## src/rtl/alu_seq_ctrl.sv

```systemverilog
// Multi-cycle fetch/decode/execute sequencer for the 8-bit ALU/accumulator/carry datapath.
// Each instruction takes FETCH, DECODE and EXEC, one clock each; the datapath enables pulse in EXEC only.
module alu_seq_ctrl #(
  parameter int unsigned PC_W        = 8,
  parameter int unsigned DATA_W      = 8,
  parameter int unsigned RESET_PC    = 0,
  parameter bit          ILLEGAL_HLT = 1'b0
) (
  input  logic              clk,
  input  logic              Reset,
  input  logic              run,
  output logic [PC_W-1:0]   imem_addr,
  input  logic [11:0]       imem_rdata,
  input  logic [DATA_W-1:0] A_q,
  input  logic              CY_q,
  output logic [2:0]        ALUCode,
  output logic [DATA_W-1:0] R,
  output logic              Ci,
  output logic              A_CE,
  output logic              CY_CE,
  output logic              busy,
  output logic              halted,
  output logic              illegal
);

  // The state register is a named enum so checkers can bind to it directly.
  typedef enum logic [2:0] {
    S_IDLE   = 3'd0,
    S_FETCH  = 3'd1,
    S_DECODE = 3'd2,
    S_EXEC   = 3'd3,
    S_HALT   = 3'd4
  } state_t;

  state_t          state;
  state_t          state_next;
  logic [PC_W-1:0] pc;
  logic [PC_W-1:0] pc_next;
  logic [11:0]     ir;
  logic [3:0]      op;
  logic [7:0]      imm;
  logic            is_alu;
  logic            is_ill;
  logic            taken;
  logic            illegal_q;

  assign op     = ir[11:8];
  assign imm    = ir[7:0];
  assign is_alu = ~op[3];
  assign is_ill = (op == 4'hD) || (op == 4'hE);

  // Branch flags come straight from the datapath, so they reflect earlier instructions only.
  always_comb begin
    taken = 1'b0;
    case (op)
      4'h8:    taken = 1'b1;
      4'h9:    taken = CY_q;
      4'hA:    taken = ~CY_q;
      4'hB:    taken = (A_q == '0);
      default: taken = 1'b0;
    endcase
    pc_next = taken ? PC_W'(imm) : pc + PC_W'(1);
  end

  always_ff @(posedge clk or posedge Reset) begin
    if (Reset) begin
      state <= S_IDLE;
    end else begin
      state <= state_next;
    end
  end

  // IR is loaded as DECODE ends, when the synchronous ROM data for the FETCH address is valid.
  always_ff @(posedge clk or posedge Reset) begin
    if (Reset) begin
      pc        <= PC_W'(RESET_PC);
      ir        <= 12'hC00;
      illegal_q <= 1'b0;
    end else begin
      if (state == S_DECODE) begin
        ir <= imem_rdata;
        if ((imem_rdata[11:8] == 4'hD) || (imem_rdata[11:8] == 4'hE)) begin
          illegal_q <= 1'b1;
        end
      end
      if (state == S_EXEC) begin
        pc <= pc_next;
      end
    end
  end

  always_comb begin
    state_next = state;
    case (state)
      S_IDLE:   state_next = run ? S_FETCH : S_IDLE;
      S_FETCH:  state_next = S_DECODE;
      S_DECODE: state_next = S_EXEC;
      S_EXEC: begin
        if ((op == 4'hF) || (ILLEGAL_HLT && is_ill)) begin
          state_next = S_HALT;
        end else if (run) begin
          state_next = S_FETCH;
        end else begin
          state_next = S_IDLE;
        end
      end
      S_HALT:   state_next = S_HALT;
      default:  state_next = S_IDLE;
    endcase
  end

  // Enables depend on state alone, so an asynchronous Reset kills an EXEC pulse at once.
  always_comb begin
    imem_addr = pc;
    ALUCode   = is_alu ? op[2:0] : 3'd0;
    R         = DATA_W'(imm);
    Ci        = CY_q;
    A_CE      = 1'b0;
    CY_CE     = 1'b0;
    busy      = 1'b0;
    halted    = 1'b0;
    illegal   = illegal_q;
    case (state)
      S_FETCH, S_DECODE: busy = 1'b1;
      S_EXEC: begin
        busy  = 1'b1;
        A_CE  = is_alu;
        CY_CE = is_alu;
      end
      S_HALT:  halted = 1'b1;
      default: busy = 1'b0;
    endcase
  end

endmodule

```

## config.mk

```make
export PLATFORM = sky130hd
export DESIGN_NAME = alu_seq_ctrl
export DESIGN_NICKNAME = d
export VERILOG_FILES = /design/src/rtl/alu_seq_ctrl.sv
export SDC_FILE = /design/constraint.sdc
export NUM_CORES = 1
export LEC_CHECK = 0
export ABC_AREA = 1
export CAP_MARGIN = 20
export CORE_MARGIN = 8
export CORE_UTILIZATION = 30
export CTS_CLUSTER_DIAMETER = 150
export DETAILED_ROUTE_END_ITERATION = 8
export MAX_ROUTING_LAYER = met4
export PLACE_DENSITY = 0.56
export SYNTH_ARGS = -nofsm -noshare
export SYNTH_HDL_FRONTEND = slang
export SYNTH_SLANG_ARGS = --single-unit
```

## constraint.sdc

```tcl
create_clock -name clk -period 2.4 [get_ports clk]
set_input_delay 0.48 -clock clk [delete_from_list [all_inputs] [get_ports clk]]
set_output_delay 0.48 -clock clk [all_outputs]
set_load 0.05 [all_outputs]
```

==> results by group <==
Run status
  • Outcome: completed

Finish
  • Post-layout util: a little over two fifths
  • # nets final: 243
  • Share of post-route cells with drive strength above 1: 10.6%
  • Finished Layout Cells: 269
  • Fin area: 1890 µm²
  • Area growth syn-to-layout: 36.8%
  • Antenna cells: 0

Global route
  • Total track usage: 9.66%
  • Antenna violations before repair: 0
  • Grt ovf: 0
  • First-pass GRT wire length: 5440 µm
  • Number of global-route vias before repair: approximately 1100
  • Pin count of the biggest net entering global routing: 26

Clock network
  • Clk root buf: clkbuf_8
  • Clock sinks: 24
  • Post-cts hold buffer count: 0
  • CTS max path bufs: 2
  • H-tree lvl count: 1
  • Worst-path clk slew: 0.08 ns
  • Post-CTS setup repair buffer count: 0
  • CTS tree: yes
  • TritonCTS buffer count: 3
  • Clk Latency, worst-skew pair: 0.26 ns
  • CTS resizes: 0

Detailed routing
  • Final wirelength: 3190 µm
  • Antenna-violating nets left: 0
  • Drt first pass iters: 4
  • Via count: 1164
  • Vias per cell: between 4 and 5
  • DR iter-0 viols: 57
  • Wire length per cell: ~12 µm
  • Post-route DRC violation count: 0

Placed design
  • Detail Placement HPWL: 2520 µm
  • Pre-CTS setup slack: 0.421 ns
  • IO buf count: 48
  • Placed cells: 265
  • Placed cell areas: roughly 1800 µm²
  • RePlAce Congestion: 0.752

Power
  • Clock network power share: 9.3%
  • Pwr dens: about 1500 nW/µm²
  • Pwr Total: slightly below 3 mW
  • Static leakage: between 0.8 and 0.9 nW
  • Comb power frac: 63.6%
  • Sequential Power Share: roughly 27%
  • Peak supply drop: 0.000629 V
  • Pint: 1.37 mW
  • Psw: around 1.5 mW
  • Sw frac: a little over half

Timing
  • Min cycle time layout: 2.26 ns
  • Setup_tns: 0 ns
  • Final Hold Viols: 0
  • Clock skew: 0.00145 ns
  • Final WS setup: approximately 0.14 ns
  • Worst-Margin Slew: approximately 0.52 ns
  • Hold_ws: roughly 0.5 ns
  • RSZ-0062 raised after global routing: no
  • Maximum clock frequency: 442 MHz
  • Final setup vio count: 0
  • Max transition margin: 65.4%
  • Period utilization: 94.3%
  • Max Slew Vio Count: 0

Logic synthesis
  • Synth area leaders: dfrtp_1 (40%), nand2_1 (14%), buf_4 (7.1%)
  • Mapped Area: around 1400 µm²
  • Syn Inst Count: 176
  • Yosys reg bits: 24
  • Yosys Warn Count: 0
  • Mapped Avg Cell Area: slightly below 8 µm²
  • Sequential fraction of the synthesis area: 43.7%
  • Netlist cell types: 26
  • Share of the synthesized area in the top cell type: 39.9%
  • Synthesized net count: 201
  • Cell taking the most area after synthesis: dfrtp_1

Floorplanning
  • Vert. Die Dim: 83.8 µm
  • Total die area: 7030 µm²
  • Die Width: 83.8 µm
  • Initial Utilization: between 30% and 40%
  • I/O pin count: 49
  • Core area: around 4400 µm²
  • Placement Rows: 24

Setup path
  • Slowest stage delay, CP: 0.81 ns
  • Crit Path Class: reg2out
  • Worst path arrival time: 1.78 ns
  • Setup crit end kind: output port
  • Critical path's slowest cell: clkdlybuf4s50_1
  • Worst-path fanout max: 3
  • Startpoint types: register
  • Worst path cell trace: inv_1, nor2_1, clkdlybuf4s50_1
  • Data required time at the worst endpoint: about 1.9 ns
  • R2r setup slk: 1.07 ns

Job
  • Max_cap viols: 0

Hold path
  • Worst Hold Class: reg2reg
[per-layer routing]
| layer | GRT usage, % | up-vias | wire [µm] |
|---|---|---|---|
| li1 | - | 622 | - |
| met4 | 2.35 | 0 | 23 |
| met5 | - | - | 0 |
| met3 | 4.30 | 2 | 227 |
| met2 | 14.8 | 29 | 1450 |
| met1 | 11.3 | 511 | 1490 |
[layout by cell type, fill, tap and decap left out, drive strengths merged]
cell type      instances
nand3b                 1
nor3                   2
dfrtp                 22
clkbuf                 4
xnor2                  2
dfstp                  2
o21bai                 2
ha                     1
xor2                   2
clkdlybuf4s50         44
nand3                 21
inv                   23
nor2                  15
nand2                 51
o21ai                 14
a21boi                 2
a21o                   1
buf                    6
o22ai                  1
clkinv                 1
[critical path: cells and delay by family (launching register included)]
| kind | cells | cell delay [ns] |
|---|---|---|
| buffers and inverters | 2 | 0.87 |
| DFF | 1 | 0.56 |
| and+or+nand+nor | 1 | 0.09 |
[final timing paths]
check	from	end	cells past startpoint
max	ir[10]	ALUCode[2]	3
min	illegal	illegal	1
max reg2reg	imem_addr[0]	imem_addr[6]	8
min reg2reg	illegal	illegal	1
max in group asynchronous	Reset	ir[11]	3
min in group asynchronous	Reset	imem_addr[7]	3
[kinds of logic after synthesis]
logic type                 count (synthesis)  share of synthesized area [%]
and+or+nand+nor                           90                           30.2
buffers and inverters                     37                           13.6
xor gates and xnor gates                   4                           2.54
adders and majority gates                  1                          0.906
AOI/OAI and AO/OA                         20                           9.07
DFF                                       24                           43.7
[flip-flops by register name, summed over array words and instances, names as in the netlist]
signal     flops
ir            12
imem_addr      8
state          3
illegal        1
[power by group through the flow]
| stage | logic [mW] | registers [mW] | clock network (mW) |
|---|---|---|---|
| 2_1_floorplan | 1.20 | 1.00 | 0 |
| 3_3_place_gp | 1.86 | 0.792 | 0 |
| 3_5_place_dp | 1.87 | 0.794 | 0 |
| 4_1_cts | 1.87 | 0.787 | 0.285 |
| 5_1_grt | 2.00 | 0.820 | 0.300 |
| 6_report | 1.84 | 0.784 | 0.269 |
[layout make-up]
type	instances	area, µm²
fillers	455	2500
flip-flops and latches	24	603
multi-input cells	115	589
repair buffers	50	485
inverters	24	90.1
well taps	52	65.1
clock buffers	4	55.1
[synthesized netlist by cell type, drive strengths merged]
cell	count
nand2	51
nand3	21
inv	23
nor2	15
nor3	2
dfstp	2
dfrtp	22
o21bai	2
nand3b	1
a21boi	2
o21ai	14
buf	13
xnor2	2
o22ai	1
a21o	1
ha	1
xor2	2
clkinv	1
Note: power is estimated with default switching activity, not from simulation.
==> patch 1: new RTL, same settings <==
Register the inputs `run`, `imem_rdata`, `A_q` and `CY_q` before use, cleared by the reset. The logic sees them one clock later.
--- a/src/rtl/alu_seq_ctrl.sv
+++ b/src/rtl/alu_seq_ctrl.sv
@@ -32,6 +32,25 @@
     S_HALT   = 3'd4
   } state_t;
 
+  logic run_q;
+  logic [11:0] imem_rdata_q;
+  logic [DATA_W-1:0] A_q_q;
+  logic CY_q_q;
+
+  always_ff @(posedge clk or posedge Reset) begin
+    if (Reset) begin
+      run_q        <= '0;
+      imem_rdata_q <= '0;
+      A_q_q        <= '0;
+      CY_q_q       <= '0;
+    end else begin
+      run_q        <= run;
+      imem_rdata_q <= imem_rdata;
+      A_q_q        <= A_q;
+      CY_q_q       <= CY_q;
+    end
+  end
+
   state_t          state;
   state_t          state_next;
   logic [PC_W-1:0] pc;
@@ -54,9 +73,9 @@
     taken = 1'b0;
     case (op)
       4'h8:    taken = 1'b1;
-      4'h9:    taken = CY_q;
-      4'hA:    taken = ~CY_q;
-      4'hB:    taken = (A_q == '0);
+      4'h9:    taken = CY_q_q;
+      4'hA:    taken = ~CY_q_q;
+      4'hB:    taken = (A_q_q == '0);
       default: taken = 1'b0;
     endcase
     pc_next = taken ? PC_W'(imm) : pc + PC_W'(1);
@@ -78,8 +97,8 @@
       illegal_q <= 1'b0;
     end else begin
       if (state == S_DECODE) begin
-        ir <= imem_rdata;
-        if ((imem_rdata[11:8] == 4'hD) || (imem_rdata[11:8] == 4'hE)) begin
+        ir <= imem_rdata_q;
+        if ((imem_rdata_q[11:8] == 4'hD) || (imem_rdata_q[11:8] == 4'hE)) begin
           illegal_q <= 1'b1;
         end
       end
@@ -92,13 +111,13 @@
   always_comb begin
     state_next = state;
     case (state)
-      S_IDLE:   state_next = run ? S_FETCH : S_IDLE;
+      S_IDLE:   state_next = run_q ? S_FETCH : S_IDLE;
       S_FETCH:  state_next = S_DECODE;
       S_DECODE: state_next = S_EXEC;
       S_EXEC: begin
         if ((op == 4'hF) || (ILLEGAL_HLT && is_ill)) begin
           state_next = S_HALT;
-        end else if (run) begin
+        end else if (run_q) begin
           state_next = S_FETCH;
         end else begin
           state_next = S_IDLE;
@@ -114,7 +133,7 @@
     imem_addr = pc;
     ALUCode   = is_alu ? op[2:0] : 3'd0;
     R         = DATA_W'(imm);
-    Ci        = CY_q;
+    Ci        = CY_q_q;
     A_CE      = 1'b0;
     CY_CE     = 1'b0;
     busy      = 1'b0;
Formal check against the unedited RTL: not equivalent (a bounded check fails within 4 cycles, from zero or initial values and one cycle with Reset high).
==> patch 1 against the unedited design <==
Setup slack worse by 0.052 ns. Routed wire length is 26% higher. Sequential cell count is 22 higher. Register-to-register slack worse by 0.06 ns. Area after synthesis is 40% higher. Power is 21% higher. Critical path type unchanged. Clock skew is 0.0030 ns higher. Final area is 36% higher.
==> patch 1: results (changes against the unedited design) <==
Synth
After synthesis, the cell types taking the most area are sky130_fd_sc_hd__dfrtp_1, sky130_fd_sc_hd__nand2_1, sky130_fd_sc_hd__nand3_1. The count of unique library cells instantiated by Yosys came to 26 (unchanged). By count the netlist is led by sky130_fd_sc_hd__nand2_1, sky130_fd_sc_hd__dfrtp_1, sky130_fd_sc_hd__inv_1.

The post-synthesis async set-or-reset flop share was 100.0% (unchanged). The biggest area contributor in the post-synthesis netlist is sky130_fd_sc_hd__dfrtp_1. The synthesis warning total is 0 (unchanged).

The number of nets produced by synthesis is 225 (+12%). The fraction of the mapped netlist area in adder cells is 0.6481% (-0.26 points). The share of synthesized area occupied by flip-flops and latches is 59.75% (+16 points). The share of synthesized area spent on multiplexers is 0% (unchanged).

The share of the synthesized area in compound gates (AO/OA/AOI/OAI) was 5.703% (-3.4 points). The fraction of synthesized cell area in xor and xnor cells came to 1.815% (-0.72 points).

CTS
The number of CTS-inserted buffers was 5 (+2). The clock latency at the later pin of the worst-skew pair came to 0.29 ns (+0.03 ns). The number of buffers added for setup after CTS is 0 (unchanged). The CTS H-tree depth is 2 (+1).

The tree is rooted in a sky130_fd_sc_hd__clkbuf_8. The number of instances resized during post-cts repair is 0 (unchanged). The clock transition at the register clock pins on the worst setup and hold paths after CTS is 0.09 ns. The number of buffers between clock root and the deepest sink was 2 (unchanged).

Drt
The number of iterations in the first detailed-routing pass is 4 (unchanged). The vias after detailed routing is 1388 (+19%). The number of violations reported at the end of detailed-routing iteration 0 is 28 (-51%). The average wire per standard cell came to 12.37 um (+4.4%).

Worst setup path
The arrival time at the worst endpoint was 1.84 ns (+0.06 ns). The maximum fanout along the worst path is 3 (unchanged). The register-to-register setup slack was 1.01 ns (-0.06 ns). The count of cells along the worst register-to-register path was 4 (-4).

In this run the critical register-to-register path is launched from state[2]. In this run the critical register-to-register path is captured at ir[4].

Placed design
The routability congestion estimate is 0.7433 (-1.1%). The area after detailed placement is 2470 um^2 (+35%). The number of port buffers came to 48 (unchanged). The estimated wirelength of the detail-placed design is 3038 um (+20%).

Pwr
The total internal power is 0.001849 W (+35%). The maximum vdd drop is 0.0005321 V (-15%). The static leakage was 1.178 nW (+34%).

Hold path
The worst hold path terminates at ir[6]. The source of the worst hold timing path is imem_rdata_q[6]. The path category of the worst min-delay check is reg -> reg. The hold path depth was 2 (+1).

Timing
The hold slack is 0.4601 ns (-0.02767 ns). The worst clock skew is 0.004456 ns (+0.003002 ns). The slew of the pin with the lowest slew margin is 0.5207 ns (+0.003493 ns).

Layout
The fraction of final layout cells sized beyond drive strength 1 came to 11.34% (+0.74 points). The net count of the finished layout is 271 (+12%). The number of diodes was 0 (unchanged). In the final layout, the registers with the most flip-flops are imem_rdata_q: 12 flops, ir: 12 flops.

GRT
The global-route wire length before repair was 6893 um (+27%). The number of antenna violations at the first check in global routing is 0 (unchanged). The pin count of the biggest net entering global routing is 26 (unchanged). The number of global-route vias before repair came to 1443 (+26%). The global-route usage over all layers is 10.00% (+0.34 points).

Status
The run finished with clean final reports.
-- patch 1: changes by cell type after synthesis, moves of 2 or more --
cell                       before  now
sky130_fd_sc_hd__a21boi_0       2    0
sky130_fd_sc_hd__nand2_1       50   53
sky130_fd_sc_hd__buf_4         13   11
sky130_fd_sc_hd__inv_2          3    1
sky130_fd_sc_hd__dfrtp_1       22   44
sky130_fd_sc_hd__o21ai_0        7    9
sky130_fd_sc_hd__nor2_2         1    3
sky130_fd_sc_hd__o21ai_1        7    3
sky130_fd_sc_hd__inv_1         20   25
-- patch 1: worst max path at each step --
stage	slack, ns	startpoint	endpoint	cells after the start
after floorplan	0.13	state[0]	CY_CE	5
after global routing	0.003	ir[10]	ALUCode[2]	3
after detailed placement	0.40	ir[10]	ALUCode[2]	3
after CTS	0.06	ir[10]	ALUCode[2]	3
after global placement	0.42	ir[10]	ALUCode[2]	3
final	0.08	ir[10]	ALUCode[2]	3
-- patch 1: final cells by class --
class	count	area [um^2]
Multi-Input combinational cell	116	593.1
Clock buffer	6	82.58
Clock inverter	2	12.51
Sequential cell	46	1154
Fill cell	628	3712
Inverter	27	101.3
Tap cell	77	96.34
Timing Repair Buffer	50	525.5
-- patch 1: logic make-up (layout without fill, tap and decap cells) --
group                    count (synthesis)  count (layout)
AND/OR/NAND/NOR                         94              94
flip-flops                              46              46
buffers and inverters                   38              85
AO/OA/AOI/OAI                           17              17
XOR/XNOR                                 4               4
adder cells (fa/ha/maj)                  1               1
-- patch 1: critical path: stages, from the launching register on --
cell	delay, ns
sky130_fd_sc_hd__dfstp_2	0.57
sky130_fd_sc_hd__inv_1	0.07
sky130_fd_sc_hd__nor2_1	0.09
sky130_fd_sc_hd__clkdlybuf4s50_1	0.82
-- patch 1: per-layer routing --
| metal | vias to the layer above | global-route usage [%] | part of all wire, % |
|---|---|---|---|
| met5 | - | - | 0 |
| met4 | 0 | 4.225 | 1.7 |
| met3 | 7 | 2.886 | 5.0 |
| met2 | 25 | 15.83 | 48 |
| met1 | 645 | 11.58 | 46 |
| li1 | 711 | - | - |
-- patch 1: metrics by stage --
stage | std cells | setup WS, ns | util (%)
final | 324 | 0.08448 | 40.86
after global routing | 324 | 0.002828 | 40.86
after CTS | 324 | 0.06089 | 40.86
after detailed placement | 316 | 0.3974 | 39.35
after global placement | 316 | 0.4243 | 39.35
after floorplan | 200 | 0.1285 | -
-- patch 1: power by group through the flow --
| stage | Sequential, W | Clock, W | Combinational [W] |
|---|---|---|---|
| global route | 0.00121 | 0.000537 | 0.00200 |
| finish | 0.00117 | 0.000489 | 0.00184 |
| CTS | 0.00117 | 0.000507 | 0.00186 |
| detailed placement | 0.00119 | 0 | 0.00186 |
| floorplan | 0.00137 | 0 | 0.00116 |
| global placement | 0.00118 | 0 | 0.00185 |
==> patch 2: new RTL, config.mk and constraints unchanged <==
Without the edit above. Set the parameter `DATA_W` to 10 (it was 8).
--- a/src/rtl/alu_seq_ctrl.sv
+++ b/src/rtl/alu_seq_ctrl.sv
@@ -2,7 +2,7 @@
 // Each instruction takes FETCH, DECODE and EXEC, one clock each; the datapath enables pulse in EXEC only.
 module alu_seq_ctrl #(
   parameter int unsigned PC_W        = 8,
-  parameter int unsigned DATA_W      = 8,
+  parameter int unsigned DATA_W      = 10,
   parameter int unsigned RESET_PC    = 0,
   parameter bit          ILLEGAL_HLT = 1'b0
 ) (
Interface: changed (resized A_q and R); port bits go from 49 to 53. No check against the original RTL was run, so the function may have changed too.
==> patch 2 against the unedited design <==
Register-to-register slack barely moved. Sequential cell count did not move. Power up 6.5%. Area after synthesis up 5.1%. Final area is 6.0% higher. Setup slack lost 0.036 ns. Routed wire length rose by 7.6%. Combinational power grew 4%. Global-route usage up 0.29 points. Largest power group unchanged. Highest routed layer unchanged.
==> patch 2: results (changes against the unedited design) <==
Status
The flow ran to the end, and the final reports show no timing, DRC or antenna violations.

Worst setup path
The maximum fanout along the worst path is 3 (unchanged). The endpoint identified for the worst register-to-register timing path is imem_addr[6]. In this run the worst setup path terminates at ALUCode[2]. The launch point of the critical path is ir[10]. The register-to-register setup slack is 1.07 ns (about the same). The startpoint of the lowest-slack register-to-register path is imem_addr[0]. The arrival time at the worst endpoint came to 1.82 ns (+0.04 ns).

The count of cells along the worst register-to-register path is 10 (+2).

Layout
The most flop-heavy register is ir. The flip-flop count of the largest register, all copies and words added is 12 (unchanged). The net count of the finished layout is 250 (+2.9%). The fraction of final layout cells sized beyond drive strength 1 is 13.96% (+3.4 points). The number of diodes was 0 (unchanged).

CTS
The hold buffer count at CTS is 0 (unchanged). The cell at the root of the clock tree is sky130_fd_sc_hd__clkbuf_8. After clock tree synthesis, the clock-pin slew on the worst setup and hold paths is 0.09 ns. The number of buffers added for setup after CTS came to 0 (unchanged). The number of buffers between clock root and the deepest sink is 2 (unchanged). The CTS H-tree depth is 1 (unchanged).

GRT
The global-route wire length before repair is 5740 um (+5.4%). The pin count of the biggest net entering global routing is 26 (unchanged). The global-route usage over all layers is 9.955% (+0.29 points). The number of global-route vias before repair is 1265 (+11%). The number of antenna violations at the first check in global routing was 0 (unchanged).

Drt
The number of violations reported at the end of detailed-routing iteration 0 came to 45 (-21%). The average wire per standard cell is 12.43 um (+4.9%). The vias after detailed routing is 1207 (+3.7%). The number of iterations in the first detailed-routing pass is 4 (unchanged).

Synth
The post-synthesis async set-or-reset flop share was 100.0% (unchanged). The share of synthesized area occupied by flip-flops and latches came to 41.59% (-2.1 points). The share of the synthesized area in compound gates (AO/OA/AOI/OAI) was 8.456% (-0.61 points). The synthesis warning total is 0 (unchanged). The count of unique library cells instantiated by Yosys is 31 (+19%).

Yosys attributes the largest share of cell area to sky130_fd_sc_hd__dfrtp_1, sky130_fd_sc_hd__nand2_1, sky130_fd_sc_hd__buf_4. The fraction of the mapped netlist area in adder cells is 0.8628% (-0.044 points). After synthesis, the most frequently instantiated cells are sky130_fd_sc_hd__nand2_1, sky130_fd_sc_hd__dfrtp_1, sky130_fd_sc_hd__inv_1. The fraction of synthesized cell area in xor and xnor cells is 2.416% (-0.12 points).

Placed design
The area after detailed placement is 1929 um^2 (+5.3%). The number of port buffers is 50 (+4.2%). The routability congestion estimate is 0.7484 (-0.47%). The estimated wirelength of the detail-placed design is 2645 um (+4.8%).

The setup slack after placement is 0.4279 ns (+0.006846 ns).

Timing
The highest attainable clock frequency is 0.4350 GHz (-1.6%). The worst clock skew is 0.007679 ns (+0.006224 ns). The total setup violations reported at the end of the flow is 0 (unchanged). The slew of the pin with the lowest slew margin is 0.5255 ns (+0.008207 ns). The hold slack is 0.4868 ns (-0.0009780 ns).

Pwr
The static leakage was 0.9215 nW (+4.8%). The maximum vdd drop is 0.001036 V (+65%).

Hold path
The path category of the worst min-delay check is reg -> reg.
==> patch 2: metal layers <==
metal | global-route usage, % | up-vias | share of wire (%)
met2 | 17.49 | 30 | 50
li1 | - | 632 | -
met3 | 3.247 | 2 | 5.5
met5 | - | - | 0
met1 | 10.92 | 543 | 44
met4 | 1.433 | 0 | 0.47
==> patch 2: metrics by stage <==
| stage | power [W] | cells |
|---|---|---|
| CTS | 0.003127 | 276 |
| finish | 0.003077 | 276 |
| floorplan | 0.002279 | 181 |
| global placement | 0.002734 | 272 |
| detailed placement | 0.002751 | 272 |
| global route | 0.003311 | 276 |
==> patch 2: cell type report <==
type	count	area [um^2]
Fill cell	471	2691
Multi-Input combinational cell	119	654.4
Sequential cell	24	603.1
Timing Repair Buffer	52	518.0
Inverter	23	86.33
Tap cell	54	67.56
Clock buffer	3	41.29
Clock inverter	1	30.03
==> patch 2: cells by family after synthesis <==
logic type / count (synthesis)
flops: 24
simple gates: 92
other cells: 1
fa+ha+maj: 1
compound gates: 20
buf+inv: 38
xor+xnor: 4
==> patch 2: worst min path at each step <==
stage | start | end | depth (start not counted)
floorplan | Reset | illegal | 1
global placement | illegal | illegal | 1
detailed placement | illegal | illegal | 1
CTS | illegal | illegal | 1
global route | illegal | illegal | 1
finish | illegal | illegal | 1
==> patch 2: power breakdown <==
group	internal (W)	leakage (nW)	switching, W
clock network	0.000223	0.0357	0.000139
logic	0.000642	0.595	0.00127
registers	0.000613	0.290	0.000185
==> patch 2: worst max-delay path: stages, from the launching register on <==
cell	delay, ns
sky130_fd_sc_hd__dfstp_2	0.57
sky130_fd_sc_hd__inv_1	0.08
sky130_fd_sc_hd__nor2_1	0.09
sky130_fd_sc_hd__clkdlybuf4s50_1	0.82
